==> src/rtl/pipe_hazard_ctrl.sv <==
// RISC15 five-stage pipeline sequencer: PC / pipe-register enables and flushes,
// covering memory wait, taken branch and load-use hazards, plus perf counters.
module pipe_hazard_ctrl #(
  parameter int LOAD_STALL = 1,
  parameter int MAX_WAIT   = 255,
  parameter int CNT_W      = 16,
  parameter int RA_W       = 3
) (
  input  logic             clk,
  input  logic             reset,
  input  logic [RA_W-1:0]  id_rs1,
  input  logic [RA_W-1:0]  id_rs2,
  input  logic             id_use_rs1,
  input  logic             id_use_rs2,
  input  logic             ex_is_load,
  input  logic [RA_W-1:0]  ex_rd,
  input  logic             branch_taken,
  input  logic             mem_busy,
  output logic             pc_we_n,
  output logic             if_id_we_n,
  output logic             id_ex_we_n,
  output logic             ex_mem_we_n,
  output logic             mem_wb_we_n,
  output logic             if_id_nop_n,
  output logic             id_ex_nop_n,
  output logic [CNT_W-1:0] stall_cnt,
  output logic [CNT_W-1:0] flush_cnt,
  output logic             mem_timeout
);
  typedef enum logic [1:0] {RUN = 2'b00, STALL = 2'b01, WAIT = 2'b10} state_t;

  localparam logic [1:0]  BUB_LAST  = 2'(LOAD_STALL - 1);
  localparam logic [15:0] WAIT_LAST = 16'(MAX_WAIT - 1);

  state_t      state, state_nx;
  logic [1:0]  bub_cnt, bub_nx;
  logic [15:0] wait_cnt, wait_nx;
  logic        lu, flush;

  assign lu = ex_is_load & ((id_use_rs1 & (id_rs1 == ex_rd)) |
                            (id_use_rs2 & (id_rs2 == ex_rd)));

  always_comb begin
    pc_we_n     = 1'b0;
    if_id_we_n  = 1'b0;
    id_ex_we_n  = 1'b0;
    ex_mem_we_n = 1'b0;
    mem_wb_we_n = 1'b0;
    if_id_nop_n = 1'b1;
    id_ex_nop_n = 1'b1;
    state_nx    = RUN;
    bub_nx      = bub_cnt;
    wait_nx     = '0;
    flush       = 1'b0;
    if (!reset) begin
      {pc_we_n, if_id_we_n, id_ex_we_n, ex_mem_we_n, mem_wb_we_n} = '1;
      if_id_nop_n = 1'b0;
      id_ex_nop_n = 1'b0;
    end else if (mem_busy) begin
      {pc_we_n, if_id_we_n, id_ex_we_n, ex_mem_we_n, mem_wb_we_n} = '1;
      state_nx = WAIT;
      wait_nx  = (wait_cnt == 16'hFFFF) ? wait_cnt : wait_cnt + 16'd1;
    end else if (branch_taken) begin
      // ID instruction is squashed, so a pending load-use no longer matters
      if_id_nop_n = 1'b0;
      id_ex_nop_n = 1'b0;
      flush       = 1'b1;
    end else if (state == STALL) begin
      pc_we_n     = 1'b1;
      if_id_we_n  = 1'b1;
      id_ex_nop_n = 1'b0;
      bub_nx      = bub_cnt + 2'd1;
      state_nx    = (bub_cnt == BUB_LAST) ? RUN : STALL;
    end else if (lu) begin
      pc_we_n     = 1'b1;
      if_id_we_n  = 1'b1;
      id_ex_nop_n = 1'b0;
      bub_nx      = 2'd1;
      state_nx    = (LOAD_STALL > 1) ? STALL : RUN;
    end
  end

  always_ff @(posedge clk) begin
    if (!reset) begin
      state       <= RUN;
      bub_cnt     <= '0;
      wait_cnt    <= '0;
      stall_cnt   <= '0;
      flush_cnt   <= '0;
      mem_timeout <= 1'b0;
    end else begin
      state    <= state_nx;
      bub_cnt  <= bub_nx;
      wait_cnt <= wait_nx;
      if (mem_busy && (wait_cnt == WAIT_LAST))
        mem_timeout <= 1'b1;
      if (pc_we_n && (stall_cnt != '1))
        stall_cnt <= stall_cnt + 1'b1;
      if (flush && (flush_cnt != '1))
        flush_cnt <= flush_cnt + 1'b1;
    end
  end
endmodule

==> config.mk <==
export PLATFORM = sky130hd
export DESIGN_NAME = pipe_hazard_ctrl
export DESIGN_NICKNAME = d
export VERILOG_FILES = /design/src/rtl/pipe_hazard_ctrl.sv
export SDC_FILE = /design/constraint.sdc
export NUM_CORES = 1
export LEC_CHECK = 0
export BUFFER_PORTS_ARGS = -buffer_cell sky130_fd_sc_hd__buf_2
export CORE_MARGIN = 8
export CORE_UTILIZATION = 54
export DETAILED_ROUTE_END_ITERATION = 8
export PLACE_DENSITY = 0.79
export SLEW_MARGIN = 20
export SYNTH_ARGS = -nofsm -noshare
export SYNTH_HDL_FRONTEND = slang
export SYNTH_SLANG_ARGS = --single-unit
==> constraint.sdc <==
create_clock -name clk -period 2.95 [get_ports clk]
set_clock_uncertainty 0.15 [all_clocks]
set_input_delay 0.295 -clock clk [delete_from_list [all_inputs] [get_ports clk]]
set_output_delay 0.295 -clock clk [all_outputs]
set_load 0.01 [all_outputs]
======== Word level (Yosys, flattened, before mapping) ========
Cells that the tools add are included.
storage, ports and cells
  bits in registers ....................... 53
  input bits .............................. 16
  output and inout port bits .............. 40
  logic and storage cells ................. 58
operators by class
  add/sub/neg operators ................... 4
  equal/unequal tests ..................... 7
  multiplexer cells ....................... 24
  bitwise gates (word level) .............. 8
  reductions and logical operators ........ 8
operator list
  cell                                            number
  adder 16 x 1 -> 16 bit, second input constant   3
  inequality test 16 bit, second input constant   2
  two-way mux 1 bit                               21
  == test 16 bit, second input constant           1
  == test 16 x 8 -> 1 bit, second input constant  1
  == test 3 bit                                   2
  two-way mux 2 bit                               3
  NOT 1 bit                                       4
  OR reduction 4 bit                              1
  bitwise AND 1 bit                               3
  logical AND 1 bit                               3
  AND reduction 3 bit                             1
  adder 2 x 1 -> 2 bit, second input constant     1
  == test 2 x 1 -> 1 bit, second input constant   1
  logical NOT 2 bit                               1
  AND reduction 2 bit                             1
  nonzero test 2 bit                              1
  OR 1 bit                                        1

======== Longest topological paths before layout ========
  depth in word-level cells ............... 10
  mapped depth ............................ 8
  mapped depth without buffers ............ 7

======== Worst setup path before layout ========
No wires, ideal clock.
  path type ............................... register -> register
  from .................................... register stall_cnt[0]
  to ...................................... register stall_cnt[1]
  setup time .............................. 0.128 ns
  arrival time ............................ 1.847 ns
  required time ........................... 2.672 ns
  slack ................................... 0.825 ns
  stages on the path, launching flop included .. 9
  path buffers ............................ 2
  period minus slack after synthesis ...... 2.125 ns
  path through ............................ dfxtp_1 > ha_1 > nand3_2 > or4_1 > buf_2 > o21ai_2 > buf_6 > mux2i_1 > nor2_1
on the way
  word-level cells in the longest chain between the ends .. 2
ends and longest elaborated chain
  what                                                            line  RTL
  start, declared                                                 26    output logic [CNT_W-1:0] stall_cnt,
  start signal, assigned                                          98    stall_cnt <= stall_cnt + 1'b1;
  branches (longest 2 deep; another with adder 16 x 1 -> 16 bit)  n/a
Parallel ways; which one is timed is not known.
A chain may end at the register's enable or synchronous reset.

======== Worst setup path in the final report ========
Same ends and word-level chain as after synthesis.

==> metrics.txt <==
# TYPE chip_impl_metric gauge
chip_impl_metric{name="drive_gt1_share",unit="%"} 21.6
chip_impl_metric{name="sequential_share_of_power",unit="%"} 59.1
chip_impl_metric{name="total_number_of_nets_in_the_final_design",unit=""} 377
chip_impl_metric{name="timing.final.ws_setup",unit="ns"} 0.676
chip_impl_info{name="synth_top_family_by_area",value="simple AND/OR/NAND/NOR gates"} 1
chip_impl_info{name="worstPathCellList",value="ha_1 -> nand3_2 -> or4_1 -> o21ai_2 -> mux2i_1 -> nor2_1"} 1
chip_impl_metric{name="ys_async_sr_fraction",unit="%"} 0
chip_impl_metric{name="clock_power_share",unit="%"} 33.6
chip_impl_metric{name="max_cap_viol_count",unit=""} 0
chip_impl_metric{name="post_dp_area",unit="um^2"} 2940
chip_impl_metric{name="drc",unit=""} 0
chip_impl_info{name="crit_path_end_kind",value="flip-flop"} 1
chip_impl_metric{name="vias_in_the_first_global_route",unit=""} 2158
chip_impl_metric{name="finalSetupTns",unit="ns"} 0
chip_impl_metric{name="vias_per_cell",unit=""} 5.60
chip_impl_metric{name="synth-seq-cells",unit=""} 53
chip_impl_metric{name="critPathBufInv",unit=""} 0
chip_impl_metric{name="clock_tree.htree_level_count",unit=""} 2
chip_impl_metric{name="post-layout-total-power",unit="mW"} 1.24
chip_impl_metric{name="synth_edf_count",unit=""} 0
chip_impl_metric{name="clk_transition_reported_paths",unit="ns"} 0.09
chip_impl_info{name="critPathLaunchType",value="flip-flop"} 1
chip_impl_metric{name="worst_hold_slack",unit="ns"} 0.190
chip_impl_metric{name="clk-insertion-delay-late",unit="ns"} 0.30
chip_impl_metric{name="floorplan.die_area",unit="um^2"} 7400
chip_impl_info{name="status",value="finished clean"} 1
chip_impl_metric{name="hold_buffer_count_at_cts",unit=""} 0
chip_impl_metric{name="drt_first_iter_violations",unit=""} 87
chip_impl_info{name="hold_path.class",value="in2reg"} 1
chip_impl_info{name="synth_top_flop_cell",value="sky130_fd_sc_hd__dfxtp_1"} 1
chip_impl_metric{name="fill_cells",unit=""} 417
chip_impl_metric{name="die_width",unit="um"} 86.0
chip_impl_metric{name="yosysTopAreaCellShare",unit="%"} 40.1
chip_impl_metric{name="cts_setup_buffers",unit=""} 0
chip_impl_metric{name="register_area",unit="um^2"} 1060
chip_impl_metric{name="num_io_pins",unit=""} 56
chip_impl_metric{name="floorplan.rows",unit=""} 25
chip_impl_metric{name="detailedRoute.firstPassIterationCount",unit=""} 4
chip_impl_metric{name="post_synth.cell_area_avg",unit="um^2"} 8.65
chip_impl_info{name="cell_type_with_the_largest_total_area_after_synthesis",value="sky130_fd_sc_hd__dfxtp_1"} 1
chip_impl_metric{name="post_detailed_placement_half_perimeter_wirelength",unit="um"} 4330
chip_impl_metric{name="layout_worst_path_cycle_share",unit="%"} 77.1
chip_impl_metric{name="detail-route-antenna-nets",unit=""} 0
chip_impl_metric{name="synth_xor_area_share",unit="%"} 10.6
chip_impl_metric{name="m1WireLength",unit="um"} 2530
chip_impl_metric{name="grt_pass1_wl",unit="um"} 9710
chip_impl_info{name="route.top_layer_used",value="met4"} 1
chip_impl_metric{name="synth_compound_gate_area_share",unit="%"} 13.6
chip_impl_metric{name="timing_max_transition_violations_final",unit=""} 0
chip_impl_metric{name="insertedDiodeCount",unit=""} 0
chip_impl_info{name="crit_slowest_cell",value="sky130_fd_sc_hd__or4_1"} 1
chip_impl_metric{name="worstPathArrival",unit="ns"} 2.32
chip_impl_metric{name="dp_slack",unit="ns"} 0.671
chip_impl_metric{name="power.combinational.fraction",unit="%"} 7.4
chip_impl_metric{name="p_switching",unit="mW"} 0.294
chip_impl_metric{name="cts_num_sinks",unit=""} 53
chip_impl_metric{name="swShare",unit="%"} 23.7
chip_impl_metric{name="crit_path_max_incr_delay",unit="ns"} 0.68
chip_impl_metric{name="syn-instance-count",unit=""} 306
chip_impl_metric{name="final_cell_area",unit="um^2"} 3030
chip_impl_metric{name="wl_met2",unit="um"} 2810
chip_impl_info{name="crit_family",value="simple AND/OR/NAND/NOR gates"} 1
chip_impl_info{name="cts_root_buffer",value="sky130_fd_sc_hd__clkbuf_8"} 1
chip_impl_metric{name="syn2layout_area_growth",unit="%"} 14.4
chip_impl_metric{name="pin_count_of_the_biggest_net_entering_global_routing",unit=""} 25
chip_impl_metric{name="amount_of_wire_on_met3_after_detailed_routing",unit="um"} 392
chip_impl_metric{name="p_leak",unit="nW"} 1.22
chip_impl_metric{name="wl",unit="um"} 5790
chip_impl_info{name="synth.top_cells.by_count",value="sky130_fd_sc_hd__dfxtp_1, sky130_fd_sc_hd__nor2_1, sky130_fd_sc_hd__nand2_1"} 1
chip_impl_metric{name="peakVddDrop",unit="mV"} 0.327
chip_impl_metric{name="placedCellCount",unit=""} 416
chip_impl_metric{name="post_cts_resize_count",unit=""} 0
chip_impl_info{name="path_class",value="reg2reg"} 1
chip_impl_metric{name="timing.fmax",unit="MHz"} 440
chip_impl_metric{name="minimum_clock_period",unit="ns"} 2.27
chip_impl_metric{name="ys.warnings.count",unit=""} 0
chip_impl_metric{name="synthSimpleGateAreaFrac",unit="%"} 27.7
chip_impl_metric{name="place.gp.congestion",unit=""} 0.920
chip_impl_metric{name="finalHoldViolations",unit=""} 0
chip_impl_metric{name="cts.path.max_buffers",unit=""} 2
chip_impl_metric{name="area_used_by_multi_input_combinational_logic",unit="um^2"} 1460
chip_impl_metric{name="initial_core_util",unit="%"} 56.0
chip_impl_metric{name="internal_power",unit="mW"} 0.947
chip_impl_metric{name="port_buffers",unit=""} 55
chip_impl_metric{name="timing.slew.headroom",unit="%"} 59.7
chip_impl_metric{name="critPathMaxFanout",unit=""} 11
chip_impl_metric{name="worstPathRequired",unit="ns"} 2.99
chip_impl_info{name="yosysMostFrequentCell",value="sky130_fd_sc_hd__dfxtp_1"} 1
chip_impl_info{name="top_cells_by_area_in_the_synthesized_netlist",value="sky130_fd_sc_hd__dfxtp_1, sky130_fd_sc_hd__xor2_1, sky130_fd_sc_hd__nor2_1, sky130_fd_sc_hd__xnor2_1, sky130_fd_sc_hd__nand3_1"} 1
chip_impl_metric{name="yosysSeqAreaShare",unit="%"} 40.1
chip_impl_metric{name="post_synth_fa_ha_maj_area_fraction",unit="%"} 2.36
chip_impl_metric{name="wl_per_cell",unit="um"} 13.7
chip_impl_metric{name="grt_util_all_layers",unit="%"} 15.6
chip_impl_metric{name="muxShareOfSynthArea",unit="%"} 1.13
chip_impl_metric{name="antenna_found_initial",unit=""} 0
chip_impl_metric{name="cts-buffers-inserted",unit=""} 5
chip_impl_metric{name="synthesis.nets",unit=""} 327
chip_impl_metric{name="worst_pin_slew",unit="ns"} 0.602
chip_impl_info{name="grt_setup_unrepaired",value="false"} 1
chip_impl_metric{name="detailroute.via_count",unit=""} 2367
chip_impl_metric{name="mappedNetlistArea",unit="um^2"} 2650
chip_impl_metric{name="setup_viol_count_final",unit=""} 0
chip_impl_info{name="cts_tree",value="done"} 1
chip_impl_metric{name="grt_overflow",unit=""} 0
chip_impl_metric{name="synth.distinct_cells",unit=""} 54
chip_impl_metric{name="powerDensity",unit="nW/um^2"} 410
chip_impl_metric{name="fin_util",unit="%"} 64.1
chip_impl_metric{name="fin_cells",unit=""} 423
chip_impl_metric{name="core_area",unit="um^2"} 4720
chip_impl_metric{name="die_h",unit="um"} 86.0
## final timing paths
kind	from	endpoint	slack, ns	cells past startpoint
max	stall_cnt[0]	stall_cnt[1]	0.68	6
min	branch_taken	bub_cnt[1]	0.19	3
max reg2reg	stall_cnt[0]	stall_cnt[1]	0.68	6
min reg2reg	flush_cnt[1]	flush_cnt[1]	0.34	2
## area by class of cell
class	instances	area share [%]
clock buffer	6	2.73
tap	67	2.77
inverter	10	1.24
clock inverter	1	0.248
multi-input combinational	229	48.4
timing repair buffer	57	9.59
sequential	53	35.1
## layer usage
layer	up-vias	GRT usage, %
met4	0	6.05
met3	6	4.30
met5	-	0
met1	1106	18.4
met2	61	26.1
li1	1194	-
## logic make-up (layout without fill, tap and decap cells)
logic type | count (synthesis) | in the layout
simple gates | 138 | 138
flops | 53 | 53
compound gates | 51 | 51
xor+xnor | 32 | 32
buf+inv | 24 | 74
fa+ha+maj | 5 | 5
mux | 3 | 3
## layout by cell type, fill, tap and decap left out, types with 2 or more instances in the layout
| cell | count |
|---|---|
| sky130_fd_sc_hd__o31ai_1 | 4 |
| sky130_fd_sc_hd__mux2i_1 | 3 |
| sky130_fd_sc_hd__nand2_1 | 21 |
| sky130_fd_sc_hd__and4_1 | 4 |
| sky130_fd_sc_hd__a21oi_2 | 3 |
| sky130_fd_sc_hd__o21a_1 | 2 |
| sky130_fd_sc_hd__ha_1 | 5 |
| sky130_fd_sc_hd__buf_2 | 55 |
| sky130_fd_sc_hd__nor3_1 | 4 |
| sky130_fd_sc_hd__dfxtp_1 | 53 |
| sky130_fd_sc_hd__nand2b_1 | 2 |
| sky130_fd_sc_hd__inv_1 | 9 |
| sky130_fd_sc_hd__buf_4 | 2 |
| sky130_fd_sc_hd__nor2_1 | 39 |
| sky130_fd_sc_hd__o21ai_0 | 8 |
| sky130_fd_sc_hd__nor4_1 | 2 |
| sky130_fd_sc_hd__nand4_1 | 10 |
| sky130_fd_sc_hd__nand3_1 | 19 |
| sky130_fd_sc_hd__a211oi_1 | 3 |
| sky130_fd_sc_hd__a31oi_1 | 5 |
| sky130_fd_sc_hd__a21oi_1 | 8 |
| sky130_fd_sc_hd__xnor2_1 | 12 |
| sky130_fd_sc_hd__nor3b_1 | 4 |
| sky130_fd_sc_hd__clkbuf_8 | 6 |
| sky130_fd_sc_hd__or4_1 | 4 |
| sky130_fd_sc_hd__xor2_1 | 20 |
| sky130_fd_sc_hd__nor2b_1 | 2 |
| sky130_fd_sc_hd__and2_1 | 4 |
| sky130_fd_sc_hd__or3_1 | 2 |
| sky130_fd_sc_hd__o211ai_1 | 4 |
| sky130_fd_sc_hd__o2111ai_1 | 3 |
| sky130_fd_sc_hd__a41oi_1 | 2 |
| sky130_fd_sc_hd__and3_1 | 11 |
## sequential cells by signal, summed over array words and instances (netlist names)
signal,count
mem_timeout,1
wait_cnt,16
state,2
flush_cnt,16
bub_cnt,2
stall_cnt,16
## worst min-delay path, cell delays in order
cell and delay (ns):
sky130_fd_sc_hd__buf_2 0.14, sky130_fd_sc_hd__nor2_1 0.10, sky130_fd_sc_hd__a21oi_1 0.06
## power groups by stage
| stage | clock network (mW) | registers (mW) | logic [mW] |
|---|---|---|---|
| 2_1_floorplan | 0 | 0.751 | 0.0568 |
| 3_3_place_gp | 0 | 0.749 | 0.0906 |
| 3_5_place_dp | 0 | 0.750 | 0.0915 |
| 4_1_cts | 0.431 | 0.733 | 0.0923 |
| 5_1_grt | 0.453 | 0.735 | 0.101 |
| 6_report | 0.416 | 0.733 | 0.0914 |
Power figures use the tool's default switching activity.
